==> src/rtl/mapping_group_seq.sv <==
// mapping_group_seq: bit-plane shift-accumulate of lane sums (rbr or parallel pairs); define MAPPING_GROUP_SAT_EN to saturate instead of wrap
module mapping_group_seq #(
  parameter int NUM_LANES = 4,
  parameter int LANE_W = 8,
  parameter int SHIFT_W = 2,
  parameter int ACC_W = 32
) (
  input  logic                        clk_i,
  input  logic                        rst_i,
  input  logic [NUM_LANES*LANE_W-1:0] output_i,
  input  logic                        in_valid_i,
  output logic                        in_ready_o,
  input  logic                        start_i,
  input  logic                        mode_i,
  output logic [ACC_W-1:0]            mapping_group_o,
  output logic                        out_valid_o,
  input  logic                        out_ready_i,
  output logic                        busy_o,
  output logic                        ovf_o
);
  localparam int NPL = 1 << SHIFT_W;
  localparam int SW = LANE_W + $clog2(NUM_LANES);
  localparam int TW = SW + 1;
  localparam int EW = (ACC_W > TW + NPL) ? ACC_W + 2 : TW + NPL + 2;
  typedef enum logic [2:0] {IDLE, CAP1, CAP2, ADD, DONE} state_t;
  state_t state;
  logic mode;
  logic [SHIFT_W-1:0] p;
  logic [SW-1:0] s1, s2, lane_sum;
  logic signed [ACC_W-1:0] acc;
  logic signed [TW-1:0] t;
  logic signed [EW-1:0] acc_x, t_x, sum_ext;
  logic [ACC_W-1:0] next_acc;
  logic ovf_now;
  always_comb begin
    lane_sum = '0;
    for (int k = 0; k < NUM_LANES; k++) lane_sum = lane_sum + SW'(output_i[k*LANE_W +: LANE_W]);
  end
  assign t = mode ? $signed({1'b0, s1}) - $signed({1'b0, s2}) : $signed({1'b0, s1});
  assign acc_x = acc;
  assign t_x = t;
  assign sum_ext = acc_x + (t_x <<< p);
  // in range iff every bit above the ACC_W sign bit matches it
  assign ovf_now = ~(&sum_ext[EW-1:ACC_W-1] | ~|sum_ext[EW-1:ACC_W-1]);
`ifdef MAPPING_GROUP_SAT_EN
  assign next_acc = ovf_now ? (sum_ext[EW-1] ? {1'b1, {(ACC_W-1){1'b0}}} : {1'b0, {(ACC_W-1){1'b1}}}) : sum_ext[ACC_W-1:0];
`else
  assign next_acc = sum_ext[ACC_W-1:0];
`endif
  always_ff @(posedge clk_i or posedge rst_i) begin
    if (rst_i) begin
      state <= IDLE;
      mode <= 1'b0;
      p <= '0;
      s1 <= '0;
      s2 <= '0;
      acc <= '0;
      mapping_group_o <= '0;
      ovf_o <= 1'b0;
      in_ready_o <= 1'b0;
      out_valid_o <= 1'b0;
      busy_o <= 1'b0;
    end else begin
      case (state)
        IDLE: if (start_i) begin
          acc <= '0;
          ovf_o <= 1'b0;
          p <= '0;
          mode <= mode_i;
          state <= CAP1;
          in_ready_o <= 1'b1;
          busy_o <= 1'b1;
        end
        CAP1: if (in_valid_i) begin
          s1 <= lane_sum;
          state <= mode ? CAP2 : ADD;
          in_ready_o <= mode;
        end
        CAP2: if (in_valid_i) begin
          s2 <= lane_sum;
          state <= ADD;
          in_ready_o <= 1'b0;
        end
        ADD: begin
          acc <= next_acc;
          ovf_o <= ovf_o | ovf_now;
          if (&p) begin
            state <= DONE;
            out_valid_o <= 1'b1;
            mapping_group_o <= next_acc;
          end else begin
            p <= p + 1'b1;
            state <= CAP1;
            in_ready_o <= 1'b1;
          end
        end
        DONE: if (out_ready_i) begin
          state <= IDLE;
          out_valid_o <= 1'b0;
          busy_o <= 1'b0;
        end
        default: state <= IDLE;
      endcase
    end
  end
endmodule
==> config.mk <==
export PLATFORM = sky130hd
export DESIGN_NAME = mapping_group_seq
export DESIGN_NICKNAME = d
export VERILOG_FILES = /design/src/rtl/mapping_group_seq.sv
export SDC_FILE = /design/constraint.sdc
export NUM_CORES = 1
export LEC_CHECK = 0
export CORE_ASPECT_RATIO = 1.1
export CORE_MARGIN = 2
export CORE_UTILIZATION = 60
export CTS_BUF_LIST = sky130_fd_sc_hd__clkbuf_16
export DETAILED_ROUTE_END_ITERATION = 12
export HOLD_SLACK_MARGIN = 0.1
export PLACE_DENSITY = 0.84
export SKIP_CTS_REPAIR_TIMING = 1
export SYNTH_ARGS = -nofsm -noshare
export SYNTH_HDL_FRONTEND = slang
export SYNTH_SLANG_ARGS = --single-unit
==> constraint.sdc <==
create_clock -name clk_i -period 6.91 [get_ports clk_i]
set_input_delay 1.382 -clock clk_i [delete_from_list [all_inputs] [get_ports clk_i]]
set_output_delay 1.382 -clock clk_i [all_outputs]
set_load 0.005 [all_outputs]
After elaboration in Yosys (flattened, before gate mapping). Index checks and enable logic that the tools add are counted.

Register bits: 94. RAM bits: 0. Logic and storage cells: 74. Bits in latches: 0. Memories kept: 0. Bits in read-only memories: 0.

Shifts and indexed selects: 1. Divide/modulo/power cells: 0. Equality and inequality tests: 10. Reduce and logical (&&, ||, !) cells: 19. Bitwise logic cells: 3. Mux-type cells: 24. Multiply operators: 0. $lt $le $gt $ge: 0. Add/subtract/negate cells: 6.

Operators with widths (number): one-hot mux 32 bit (2 select lines) (1); adder 32 x 34 -> 34 bit (1); <<< shifter 11 x 2 -> 34 bit (1); two-way mux 32 bit (1); two-way mux 3 bit (5); one-hot mux 3 bit (5 select lines) (1); AND reduction 3 bit (5); != test 2 bit, second input constant (6); two-way mux 11 bit (1); subtractor 10 x 10 -> 11 bit (1); adder 10 x 8 -> 10 bit (1); adder 9 x 8 -> 10 bit (1); AND reduction 2 bit (5); adder 8 x 8 -> 9 bit (1); two-way mux 1 bit (8); equality test 3 x 2 -> 1 bit, second input constant (2); one-hot mux 1 bit (2 select lines) (3); nonzero test 2 bit (3); AND reduction 5 bit (1); two-way mux 2 bit (2); one-hot mux 1 bit (4 select lines) (1); one-hot mux 2 bit (2 select lines) (1); AND reduction 4 bit (1); nonzero test 4 bit (1); 8 further kinds (9).

Logic depth before layout (Yosys ltp).
Word-level depth: 10. Gate-level depth with buffers: 21. Mapped depth without buffers: 21.

Worst setup path after synthesis. OpenSTA, ideal clock, no wires.

Path type: register to register. Start point: register s1[0]. End point: register mapping_group_o[30]. Slack: 2544 ps. Clock period less this slack: 4366 ps. Required time: 6779 ps. Setup time: 131 ps. Arrival: 4235 ps. Cell stages (with the launch flop): 22. Path through: dfrtp_1 > inv_1 > ha_1 > inv_1 > fa_1 > a21o_1 > a21oi_2 > o21ai_1 > a31oi_1 > o2111a_1 > nor2_1 > a311oi_1 > a21o_1 > ha_1 > nand2_1 > o21ai_0 > a31oi_4 > o21ai_2 > a21oi_2 > o21ai_2 > nor4b_1 > or3_1.

Cells in the longest elaborated chain, start to end: 4.

Ends and longest elaborated chain: start: declaration (RTL line 29) `logic [SW-1:0] s1, s2, lane_sum;`; start signal: assignment (RTL line 75) `s1 <= lane_sum;`; subtractor 10 x 10 -> 11 bit (RTL line 39) `assign t = mode ? $signed({1'b0, s1}) - $signed({1'b0, s2}) : $signed({1'b0, s1});`; two-way mux 11 bit * (RTL line 39); <<< shifter 11 x 2 -> 34 bit * (RTL line 42) `assign sum_ext = acc_x + (t_x <<< p);`; adder 32 x 34 -> 34 bit * (RTL line 42); end signal: assignment (RTL line 90) `mapping_group_o <= next_acc;`; end: declaration (RTL line 15) `output logic [ACC_W-1:0] mapping_group_o,`.

Mark *: on every way between the ends. The rest lies on a longest branch, timed or not. A chain may end at the register's enable or synchronous reset.

Worst setup path after layout.
Start point: register s1[0]. End point: register acc[27].

Cells in the longest elaborated chain, start to end: 5.

Ends and longest elaborated chain: subtractor 10 x 10 -> 11 bit (RTL line 39); two-way mux 11 bit * (RTL line 39); <<< shifter 11 x 2 -> 34 bit * (RTL line 42); adder 32 x 34 -> 34 bit * (RTL line 42); one-hot mux 32 bit (2 select lines) * (RTL line 64) `case (state)`; end signal: assignment (RTL line 85) `acc <= next_acc;`; end: declaration (RTL line 30) `logic signed [ACC_W-1:0] acc;`.

Marks and branches as above.

==> results.toml <==
[global_routing]
grt_max_degree = 63
grt_pass1_wl_um = 25400
antenna_found_initial = 0
grt_usage = 0.258
gr-usage-met1 = 0.305
busiest_layer = "met2"
grt.overflow.total = 0
grt_pass1_vias = 5591
grt_use_met3 = 0.0380
use_met2 = 0.477

[hold_path]
hold_class = "register to register"

[critical_path]
crit_path_start_kind = "register"
cp.arrival_ns = 5.22
critPathKind = "register to register"
crit_required_ns = 7.08
cp_max_fo = 22
endpoint_kind = "register"

[final_layout]
multiInputGateArea_um2 = 4040
final_common_cell = "nand2_1"
final_cell_mix = "131 x nand2_1, 100 x o21ai_0, 94 x dfrtp_1, 73 x clkdlybuf4s50_1, 52 x ha_1"
fill_cells = 867
drive_gt1_frac = 0.0643
nNetsFinal = 897
seqCellArea_um2 = 2350
area_delta_synth_final_pct = 15.5
diodes = 0

[clock_tree]
root_buffer = "clkbuf_16"
path_clk_slew_ns = 0.07
clk_path_buf_depth = 2
cts_made_buffers = 9
cts_tree = "built"
cts.sinks = 94
htreeDepth = 3
clock_latency_ns = 0.34

[route]
drt_wl_total_um = 14300
via_per_inst = 5.86
wl_per_cell_um = 15.2
drt_first_pass_iters = 4
drc_errors = 0
first_iter_violations = 225
vias = 5508
ant_nets = 0

[place]
dp_slack_ns = 1.96
hpwl_um = 11200
gp_congestion = 0.888
io_buffers = 73

[sta]
post-route-period-util = 0.730
period_needed_ns = 5.04
setup_tns_ns = 0
hold_ws_ns = 0.476
fmax_mhz = 198
finalHoldViolations = 0
setup_violations = 0
slew-limit-headroom = 0.271
tightest_slew_ns = 1.08
clock_skew_ns = 0.00846
setup_slack_ns = 1.87
finalMaxSlewViolations = 0
rsz0062_at_grt = "false"

[yosys]
yosys_register_bits = 94
synth_cells = 737
async_flop_share = 1.00
synth-seq-area-share = 0.351
synth_top_cell_area_share = 0.351
netlist_area_um2 = 6700
ys_warn_count = 0
ys_types = 68
synth_area_per_cell_um2 = 9.09
synth_edf_count = 0
synthTopCellsByArea = "dfrtp_1 35%, ha_1 9.7%, o21ai_0 7.5%, nand2_1 7.4%, fa_1 5.4%"
ys.flop_type = "dfrtp_1"
synth_area_leader_cell = "dfrtp_1"
synth_nets = 845

[floorplan]
coreArea_um2 = 10900
dieArea_um2 = 12000
fp.dieH_um = 115
die_w_um = 105
ioPinCount = 74
rows = 40
start_util = 0.614

[flow_run]
drv_cap = 0

[run_status]
outcome = "finished clean"
-- worst max-delay path: stages (launching register included) --
cell and delay [ns]:
dfrtp_1 0.39, inv_1 0.08, ha_1 0.16, inv_1 0.05
fa_1 0.41, a21o_1 0.19, a21oi_2 0.21, o21ai_1 0.09
a31oi_1 0.26, o2111a_1 0.24, buf_4 0.28, nor2_1 0.08
a311oi_1 0.32, a21o_1 0.14, ha_1 0.27, o21ai_0 0.12
a21oi_1 0.09, o211a_1 0.14, nor3_1 0.44, o211ai_1 0.29
o31ai_1 0.30, xor2_1 0.20, o21ai_0 0.11
-- metal layers --
metal	vias up	routed length, um
met4	0	245
met3	18	481
met2	113	7570
li1	2717	-
met5	-	0
met1	2660	6000
-- synth_stat cells, types with 3 or more instances --
master      n
nand2_1   132
o21ai_0   100
dfrtp_1    94
ha_1       52
a21oi_1    43
inv_1      30
nor2_1     28
clkbuf_1   24
xnor2_1    22
xor2_1     20
a21o_1     18
fa_1       18
mux2_2      8
nand2b_1    8
nand4_1     8
o211ai_1    8
a211oi_1    7
a31oi_1     7
and2_1      7
mux4_2      7
nand3_1     6
nor2b_1     6
nor3_1      6
o21ai_1     6
a22o_1      5
a211o_1     4
o21bai_1    4
a21boi_0    3
o31ai_1     3
or3_1       3
-- state kept, by name (all words and copies together), names as in the netlist --
name	count
acc	32
mapping_group_o	32
s1	10
s2	10
state	3
p	2
busy_o	1
in_ready_o	1
mode	1
out_valid_o	1
ovf_o	1
-- stage by stage --
stage,cells,cell area [um^2],utilization
after floorplan,737,6700,-
after global placement,925,7450,0.683
after CTS,940,7740,0.709
final,940,7740,0.709
after global routing,940,7740,0.709
after detailed placement,925,7450,0.683
-- layout make-up --
class	count	share of cell area
Sequential cell	94	0.304
Multi-Input combinational cell	578	0.523
Tap cell	147	0.0238
Inverter	30	0.0147
Clock inverter	6	0.00825
Clock buffer	9	0.0291
Timing Repair Buffer	76	0.0974
-- worst paths after layout --
path	startpoint	to	slack, ns	cells after the start
worst max-delay path	s1[0]$_DFFE_PP0P_	acc[27]$_DFFE_PP0P_	1.87	22
worst min-delay path	mapping_group_o[18]$_DFFE_PP0P_	mapping_group_o[18]$_DFFE_PP0P_	0.48	2
worst max register to register	s1[0]$_DFFE_PP0P_	acc[27]$_DFFE_PP0P_	1.87	22
worst min register to register	mapping_group_o[18]$_DFFE_PP0P_	mapping_group_o[18]$_DFFE_PP0P_	0.48	2
max in group asynchronous	rst_i	acc[18]$_DFFE_PP0P_	4.36	3
min in group asynchronous	rst_i	state[2]$_DFFE_PP0P_	1.43	2
-- logic make-up after synthesis --
| logic type | Yosys count | share of synthesized area |
|---|---|---|
| compound gates | 234 | 0.216 |
| simple gates | 216 | 0.143 |
| flops | 94 | 0.351 |
| fa+ha+maj | 70 | 0.151 |
| buf+inv | 65 | 0.0454 |
| xor+xnor | 42 | 0.0549 |
| mux | 16 | 0.0385 |
Power is not shown: default switching activity piles up to over one toggle a cycle in this logic, so the estimate is an artifact.
